--- src/rtl/mem_port_arbiter_if.sv ---
// Bundle of fetch, data and memory-side signals shared by the port arbiter.
// The slave view is the arbiter; the master view is the pipeline plus memory.
interface mem_port_arbiter_if #(
  parameter int unsigned ADDR_W = 32,
  parameter int unsigned DATA_W = 32
);
  logic                  if_req;
  logic [ADDR_W-1:0]     if_addr;
  logic [DATA_W-1:0]     if_rdata;
  logic                  if_valid;
  logic                  dm_req;
  logic                  dm_we;
  logic [DATA_W/8-1:0]   dm_be;
  logic [ADDR_W-1:0]     dm_addr;
  logic [DATA_W-1:0]     dm_wdata;
  logic [DATA_W-1:0]     dm_rdata;
  logic                  dm_valid;
  logic                  stall_if;
  logic                  stall_mem;
  logic                  mem_en;
  logic                  mem_we;
  logic [DATA_W/8-1:0]   mem_be;
  logic [ADDR_W-1:0]     mem_addr;
  logic [DATA_W-1:0]     mem_wdata;
  logic [DATA_W-1:0]     mem_rdata;

  modport slave (
    input  if_req, if_addr, dm_req, dm_we, dm_be, dm_addr, dm_wdata, mem_rdata,
    output if_rdata, if_valid, dm_rdata, dm_valid, stall_if, stall_mem,
           mem_en, mem_we, mem_be, mem_addr, mem_wdata
  );

  modport master (
    output if_req, if_addr, dm_req, dm_we, dm_be, dm_addr, dm_wdata, mem_rdata,
    input  if_rdata, if_valid, dm_rdata, dm_valid, stall_if, stall_mem,
           mem_en, mem_we, mem_be, mem_addr, mem_wdata
  );
endinterface

--- src/rtl/mem_port_arbiter.sv ---
// Shares one fixed-latency single-ported memory between instruction fetch and
// load/store, one access at a time, data side first.
module mem_port_arbiter #(
  parameter int unsigned ADDR_W  = 32,
  parameter int unsigned DATA_W  = 32,
  parameter int unsigned MEM_LAT = 1
) (
  input  logic               clk,
  input  logic               rst_n,
  mem_port_arbiter_if.slave  bus
);

  localparam int unsigned BE_W = DATA_W / 8;
  localparam logic [3:0]  LatM1 = 4'(MEM_LAT - 1);

  typedef enum logic {StIdle, StWait} state_e;
  typedef enum logic {OwnIf, OwnDm} owner_e;

  state_e              state_q, state_d;
  owner_e              owner_q, owner_d;
  logic [3:0]          cnt_q, cnt_d;
  logic                store_q, store_d;
  logic                if_valid_q, if_valid_d;
  logic                dm_valid_q, dm_valid_d;
  logic [DATA_W-1:0]   if_rdata_q, if_rdata_d;
  logic [DATA_W-1:0]   dm_rdata_q, dm_rdata_d;

  logic                dm_elig, if_elig;
  logic                mem_en, mem_we;
  logic [BE_W-1:0]     mem_be;
  logic [ADDR_W-1:0]   mem_addr;

  // A requester is not eligible in its own valid cycle, so a held req cannot re-grant.
  assign dm_elig = bus.dm_req & ~dm_valid_q;
  assign if_elig = bus.if_req & ~if_valid_q;

  always_ff @(posedge clk or negedge rst_n) begin
    if (!rst_n) begin
      state_q    <= StIdle;
      owner_q    <= OwnIf;
      cnt_q      <= 4'd0;
      store_q    <= 1'b0;
      if_valid_q <= 1'b0;
      dm_valid_q <= 1'b0;
      if_rdata_q <= '0;
      dm_rdata_q <= '0;
    end else begin
      state_q    <= state_d;
      owner_q    <= owner_d;
      cnt_q      <= cnt_d;
      store_q    <= store_d;
      if_valid_q <= if_valid_d;
      dm_valid_q <= dm_valid_d;
      if_rdata_q <= if_rdata_d;
      dm_rdata_q <= dm_rdata_d;
    end
  end

  always_comb begin
    state_d    = state_q;
    owner_d    = owner_q;
    cnt_d      = cnt_q;
    store_d    = store_q;
    if_valid_d = 1'b0;
    dm_valid_d = 1'b0;
    if_rdata_d = if_rdata_q;
    dm_rdata_d = dm_rdata_q;
    unique case (state_q)
      StIdle: begin
        if (dm_elig) begin
          owner_d = OwnDm;
          store_d = bus.dm_we;
          cnt_d   = LatM1;
          state_d = StWait;
        end else if (if_elig) begin
          owner_d = OwnIf;
          store_d = 1'b0;
          cnt_d   = LatM1;
          state_d = StWait;
        end
      end
      StWait: begin
        if (cnt_q != 4'd0) begin
          cnt_d = cnt_q - 4'd1;
        end else begin
          state_d = StIdle;
          if (owner_q == OwnDm) begin
            dm_valid_d = 1'b1;
            // Stores complete with a pulse but leave the last load data intact.
            if (!store_q) dm_rdata_d = bus.mem_rdata;
          end else begin
            if_valid_d = 1'b1;
            if_rdata_d = bus.mem_rdata;
          end
        end
      end
      default: state_d = StIdle;
    endcase
  end

  always_comb begin
    mem_en   = 1'b0;
    mem_we   = 1'b0;
    mem_be   = '1;
    mem_addr = dm_elig ? bus.dm_addr : bus.if_addr;
    if (rst_n && state_q == StIdle) begin
      if (dm_elig) begin
        mem_en = 1'b1;
        mem_we = bus.dm_we;
        mem_be = bus.dm_we ? bus.dm_be : '1;
      end else if (if_elig) begin
        mem_en = 1'b1;
      end
    end
  end

  assign bus.mem_en    = mem_en;
  assign bus.mem_we    = mem_we;
  assign bus.mem_be    = mem_be;
  assign bus.mem_addr  = mem_addr;
  assign bus.mem_wdata = bus.dm_wdata;

  assign bus.if_rdata  = if_rdata_q;
  assign bus.if_valid  = if_valid_q;
  assign bus.dm_rdata  = dm_rdata_q;
  assign bus.dm_valid  = dm_valid_q;
  assign bus.stall_if  = bus.if_req & ~if_valid_q;
  assign bus.stall_mem = bus.dm_req & ~dm_valid_q;

endmodule

--- src/flat_wrapper.sv ---
// flat-port wrapper written by rule: the top's interface ports become plain ports
module mem_port_arbiter_flat 
#(
  parameter int unsigned ADDR_W  = 32,
  parameter int unsigned DATA_W  = 32,
  parameter int unsigned MEM_LAT = 1
)
  (clk, rst_n, bus_if_req, bus_if_addr, bus_dm_req, bus_dm_we, bus_dm_be, bus_dm_addr, bus_dm_wdata, bus_mem_rdata, bus_if_rdata, bus_if_valid, bus_dm_rdata, bus_dm_valid, bus_stall_if, bus_stall_mem, bus_mem_en, bus_mem_we, bus_mem_be, bus_mem_addr, bus_mem_wdata);
  mem_port_arbiter_if #(.ADDR_W(ADDR_W), .DATA_W(DATA_W)) bus_i ();
  input  logic clk;
  input  logic rst_n;
  input wire logic [$bits(bus_i.if_req)-1:0] bus_if_req;
  input wire logic [$bits(bus_i.if_addr)-1:0] bus_if_addr;
  input wire logic [$bits(bus_i.dm_req)-1:0] bus_dm_req;
  input wire logic [$bits(bus_i.dm_we)-1:0] bus_dm_we;
  input wire logic [$bits(bus_i.dm_be)-1:0] bus_dm_be;
  input wire logic [$bits(bus_i.dm_addr)-1:0] bus_dm_addr;
  input wire logic [$bits(bus_i.dm_wdata)-1:0] bus_dm_wdata;
  input wire logic [$bits(bus_i.mem_rdata)-1:0] bus_mem_rdata;
  output wire logic [$bits(bus_i.if_rdata)-1:0] bus_if_rdata;
  output wire logic [$bits(bus_i.if_valid)-1:0] bus_if_valid;
  output wire logic [$bits(bus_i.dm_rdata)-1:0] bus_dm_rdata;
  output wire logic [$bits(bus_i.dm_valid)-1:0] bus_dm_valid;
  output wire logic [$bits(bus_i.stall_if)-1:0] bus_stall_if;
  output wire logic [$bits(bus_i.stall_mem)-1:0] bus_stall_mem;
  output wire logic [$bits(bus_i.mem_en)-1:0] bus_mem_en;
  output wire logic [$bits(bus_i.mem_we)-1:0] bus_mem_we;
  output wire logic [$bits(bus_i.mem_be)-1:0] bus_mem_be;
  output wire logic [$bits(bus_i.mem_addr)-1:0] bus_mem_addr;
  output wire logic [$bits(bus_i.mem_wdata)-1:0] bus_mem_wdata;
  assign bus_i.if_req = bus_if_req;
  assign bus_i.if_addr = bus_if_addr;
  assign bus_i.dm_req = bus_dm_req;
  assign bus_i.dm_we = bus_dm_we;
  assign bus_i.dm_be = bus_dm_be;
  assign bus_i.dm_addr = bus_dm_addr;
  assign bus_i.dm_wdata = bus_dm_wdata;
  assign bus_i.mem_rdata = bus_mem_rdata;
  assign bus_if_rdata = bus_i.if_rdata;
  assign bus_if_valid = bus_i.if_valid;
  assign bus_dm_rdata = bus_i.dm_rdata;
  assign bus_dm_valid = bus_i.dm_valid;
  assign bus_stall_if = bus_i.stall_if;
  assign bus_stall_mem = bus_i.stall_mem;
  assign bus_mem_en = bus_i.mem_en;
  assign bus_mem_we = bus_i.mem_we;
  assign bus_mem_be = bus_i.mem_be;
  assign bus_mem_addr = bus_i.mem_addr;
  assign bus_mem_wdata = bus_i.mem_wdata;
  mem_port_arbiter #(.ADDR_W(ADDR_W), .DATA_W(DATA_W), .MEM_LAT(MEM_LAT)) u_core (.clk(clk), .rst_n(rst_n), .bus(bus_i));
endmodule
--- config.mk ---
export PLATFORM = sky130hd
export DESIGN_NAME = mem_port_arbiter_flat
export DESIGN_NICKNAME = d
export VERILOG_FILES = /design/src/rtl/mem_port_arbiter_if.sv /design/src/rtl/mem_port_arbiter.sv /design/src/flat_wrapper.sv
export SDC_FILE = /design/constraint.sdc
export NUM_CORES = 1
export LEC_CHECK = 0
export CORE_ASPECT_RATIO = 0.5
export CORE_UTILIZATION = 30
export DETAILED_ROUTE_END_ITERATION = 16
export PLACE_DENSITY = 0.77
export SYNTH_ARGS = -nofsm -noshare
export SYNTH_HDL_FRONTEND = slang
export SYNTH_SLANG_ARGS = --single-unit
--- constraint.sdc ---
create_clock -name clk -period 2 [get_ports clk]
set_clock_uncertainty 0.2 [all_clocks]
set_input_delay 0.6 -clock clk [delete_from_list [all_inputs] [get_ports clk]]
set_output_delay 0.6 -clock clk [all_outputs]
set_load 0.05 [all_outputs]
==> run metrics <==
H-Tree Depth 3; CTS buffer count 9; clock share of power 0.098; Fin. Hold Viols 0; # setup viols final 96; most frequent CP cell nand2_4; fin crit period 2.335 ns; r2r startpoint u_core.cnt_q[1]; P_int 0.008499 W; R2R cell count 7; Clock Tree Root clkbuf_16; register share of total power 0.201; Synth area leader dfrtp_1; reg-to-reg endpoint u_core.bus.if_rdata[5]; Worst EP required 1.20 ns; DP HPWL 9745 µm; Finished Layout Cells 706; Sink Count 73; Tcrit/Tclk final 1.167; largest net degree at the start of global routing 74; clock latency on the worst-skew pair 0.33 ns; Port Buffers 210; Mapped Cells 320; Yosys top cell area share 0.4971; vias per cell 4.582; WL/cell 21.25 µm; critical path class reg -> out; std cell rows 28; die width 158.5 µm; initial DRC count 129; Antenna Nets Post-Route 0; Hold Startpoint u_core.bus.dm_rdata[10]; I/O pin cnt 275; CP endpoint kind output port; worst vdd ir 1.068 mV; Seq/Total Area, Yosys 0.4971; Placed Area 7132 µm²; Setup WS pre-CTS -0.5991 ns; CP peak stage delay 0.40 ns; initial antenna violation count 0; Top FF cell, synth dfrtp_1; GRT Total Usage 0.2105; gr ovfl total 0; failing checks negative setup slack; CTS tree done; flop2flop setup slack -0.10 ns; measured slew at the worst slew-check pin 0.9358 ns; Core ar. 11880 µm²; slowest stage cell, crit path dfrtp_2; Achievable Freq 428.3 MHz; hold buffers post-CTS 0; RSZ-0062 raised after global routing true; area delta synth->final 117.0%; HP Class reg -> reg; clock slew at reported path FFs 0.06 ns; final net count 674; hold path cells 1; Synth area leaders dfrtp_1 50%, mux2_4 12%, mux2_2 11%; Post-synth EDFFs 0; Leakage Power 3.618 nW; post-synth net total 458; yosys warns 0; CP Launch Point u_core.bus.dm_valid; DP Cell Count 667; Power Density 1897 nW/µm²; area of the multi-input gates 1941 µm²; switching share of power 0.4382; die footprint 12720 µm²; crit path capture bus_mem_addr[4]; worst-path cell chain nand2b_4 > buf_6 > clkbuf_16 > nand2_4 > nand2_4 > buf_12; global-route wire length before repair 19600 µm; Slew Limit Fails 0; Unique masters post-synth 34; fin area 7974 µm²; diodes inserted 0; layout filler cell count 763; Critical Path Start Type flop; minimum hold slack 0.3722 ns; Starting Density 0.3094; Die Ht 80.26 µm; gp weighted congestion 0.7879; Slew HR 0.3761; status finished with violations; vias in the first global route 3365; Mapped Area 3675 µm²; CP arrival 1.53 ns; Sw Pwr 0.006629 W; First-pass DRT Iterations 4; drt drc 0; Yosys reg bits 73; layout cells sized above 1 0.6044; clk buf depth 2; fraction of registers with async set/reset 1.000; Max Cap Viol 0; Reg area 1828 µm²; Avg Inst Size Synth 11.48 µm²; logic gate share of total power 0.700; CP max FO 8; Post-Route WL 15010 µm; post-layout util 0.6714; worst setup margin -0.3348 ns; Vias 3235
metrics by stage:
stage | setup TNS, ns | total power (W)
finish | -12.53 | 0.01513
global route | -18.04 | 0.01559
CTS | -11.37 | 0.01485
detailed placement | -22.82 | 0.01277
global placement | -22.05 | 0.01261
floorplan | -3.525 | 0.008077
per-layer routing:
layer	part of all wire	GRT usage
met5	0	0
met3	0.063	0.05613
met4	0.020	0.06346
met1	0.37	0.2270
met2	0.55	0.4026
power by group through the flow:
stage	registers, W	logic, W	clock network (W)
after floorplan	0.00501	0.00307	0
after global placement	0.00296	0.00965	0
after detailed placement	0.00301	0.00975	0
after CTS	0.00301	0.0103	0.00151
after global routing	0.00313	0.0109	0.00158
final	0.00305	0.0106	0.00149
how the worst min path moves through the flow:
| stage | endpoint | slack [ns] |
|---|---|---|
| after CTS | u_core.bus.dm_rdata[14] | 0.37 |
| final | u_core.bus.dm_rdata[10] | 0.37 |
| after floorplan | u_core.bus.dm_rdata[0] | 0.10 |
| after global routing | u_core.bus.dm_rdata[9] | 0.39 |
| after detailed placement | u_core.bus.if_rdata[0] | 0.36 |
| after global placement | u_core.bus.dm_rdata[0] | 0.35 |
critical path: cells and delay by family (launching register included):
family	cells	cell delay, ns
buffers and inverters	3	0.48
flip-flops	1	0.40
AND/OR/NAND/NOR	3	0.32
registers in the layout (all words and copies together) (netlist names):
| name | cells |
|---|---|
| u_core.bus.dm_rdata | 32 |
| u_core.bus.if_rdata | 32 |
| u_core.owner_q | 1 |
| u_core.bus.dm_valid | 1 |
| u_core.cnt_q | 4 |
| u_core.store_q | 1 |
| u_core.state_q | 1 |
| u_core.bus.if_valid | 1 |
kinds of logic (layout without fill, tap and decap cells):
| logic type | after synthesis | after routing | synth area share |
|---|---|---|---|
| and+or+nand+nor | 117 | 117 | 0.1427 |
| DFF | 73 | 73 | 0.4971 |
| muxes | 65 | 65 | 0.2285 |
| buffers and inverters | 53 | 274 | 0.1086 |
| AOI/OAI and AO/OA | 11 | 11 | 0.01975 |
| adders and majority gates | 1 | 1 | 0.003404 |
Yosys cell counts (2+ instances only):
cell / instances
buf_6: 4
dfrtp_1: 73
or2_2: 4
mux2_2: 35
buf_12: 3
mux2_4: 29
a21oi_1: 2
clkbuf_1: 6
nand2_1: 98
a22o_1: 2
nand2b_1: 2
buf_4: 32
and3_2: 2
inv_1: 5
o21ai_0: 4
layout by cell type, fill, tap and decap left out, types with 2 or more instances in the layout:
cell type / netlist / final
and3_2: 2 / 2
buf_6: 4 / 8
nand2_4: 0 / 45
dfrtp_1: 73 / 72
clkinv_2: 0 / 3
clkinvlp_4: 0 / 2
buf_16: 0 / 2
nand2_2: 0 / 28
buf_8: 0 / 3
buf_4: 32 / 22
mux2_4: 29 / 32
or2_4: 0 / 4
a22o_1: 2 / 2
clkbuf_16: 0 / 13
mux2_2: 35 / 32
buf_12: 3 / 110
nand2_1: 98 / 25
o21ai_0: 4 / 4
nand2b_4: 0 / 2
clkdlybuf4s50_1: 0 / 100
inv_2: 0 / 2
cell type report:
| class | instances | share of cell area |
|---|---|---|
| timing repair buffer | 252 | 0.4619 |
| multi-input combinational | 194 | 0.2434 |
| sequential | 73 | 0.2292 |
| clock buffer | 11 | 0.03044 |
| tap | 165 | 0.02589 |
| inverter | 6 | 0.005178 |
| clock inverter | 5 | 0.003923 |
what timing repair did:
action	CTS	global route
resized for setup	69	27
cloned	3	5
pin swaps	10	14
endpoints found under the setup margin	104	89
setup buffers	13	4
Power figures use the tool's default switching activity.
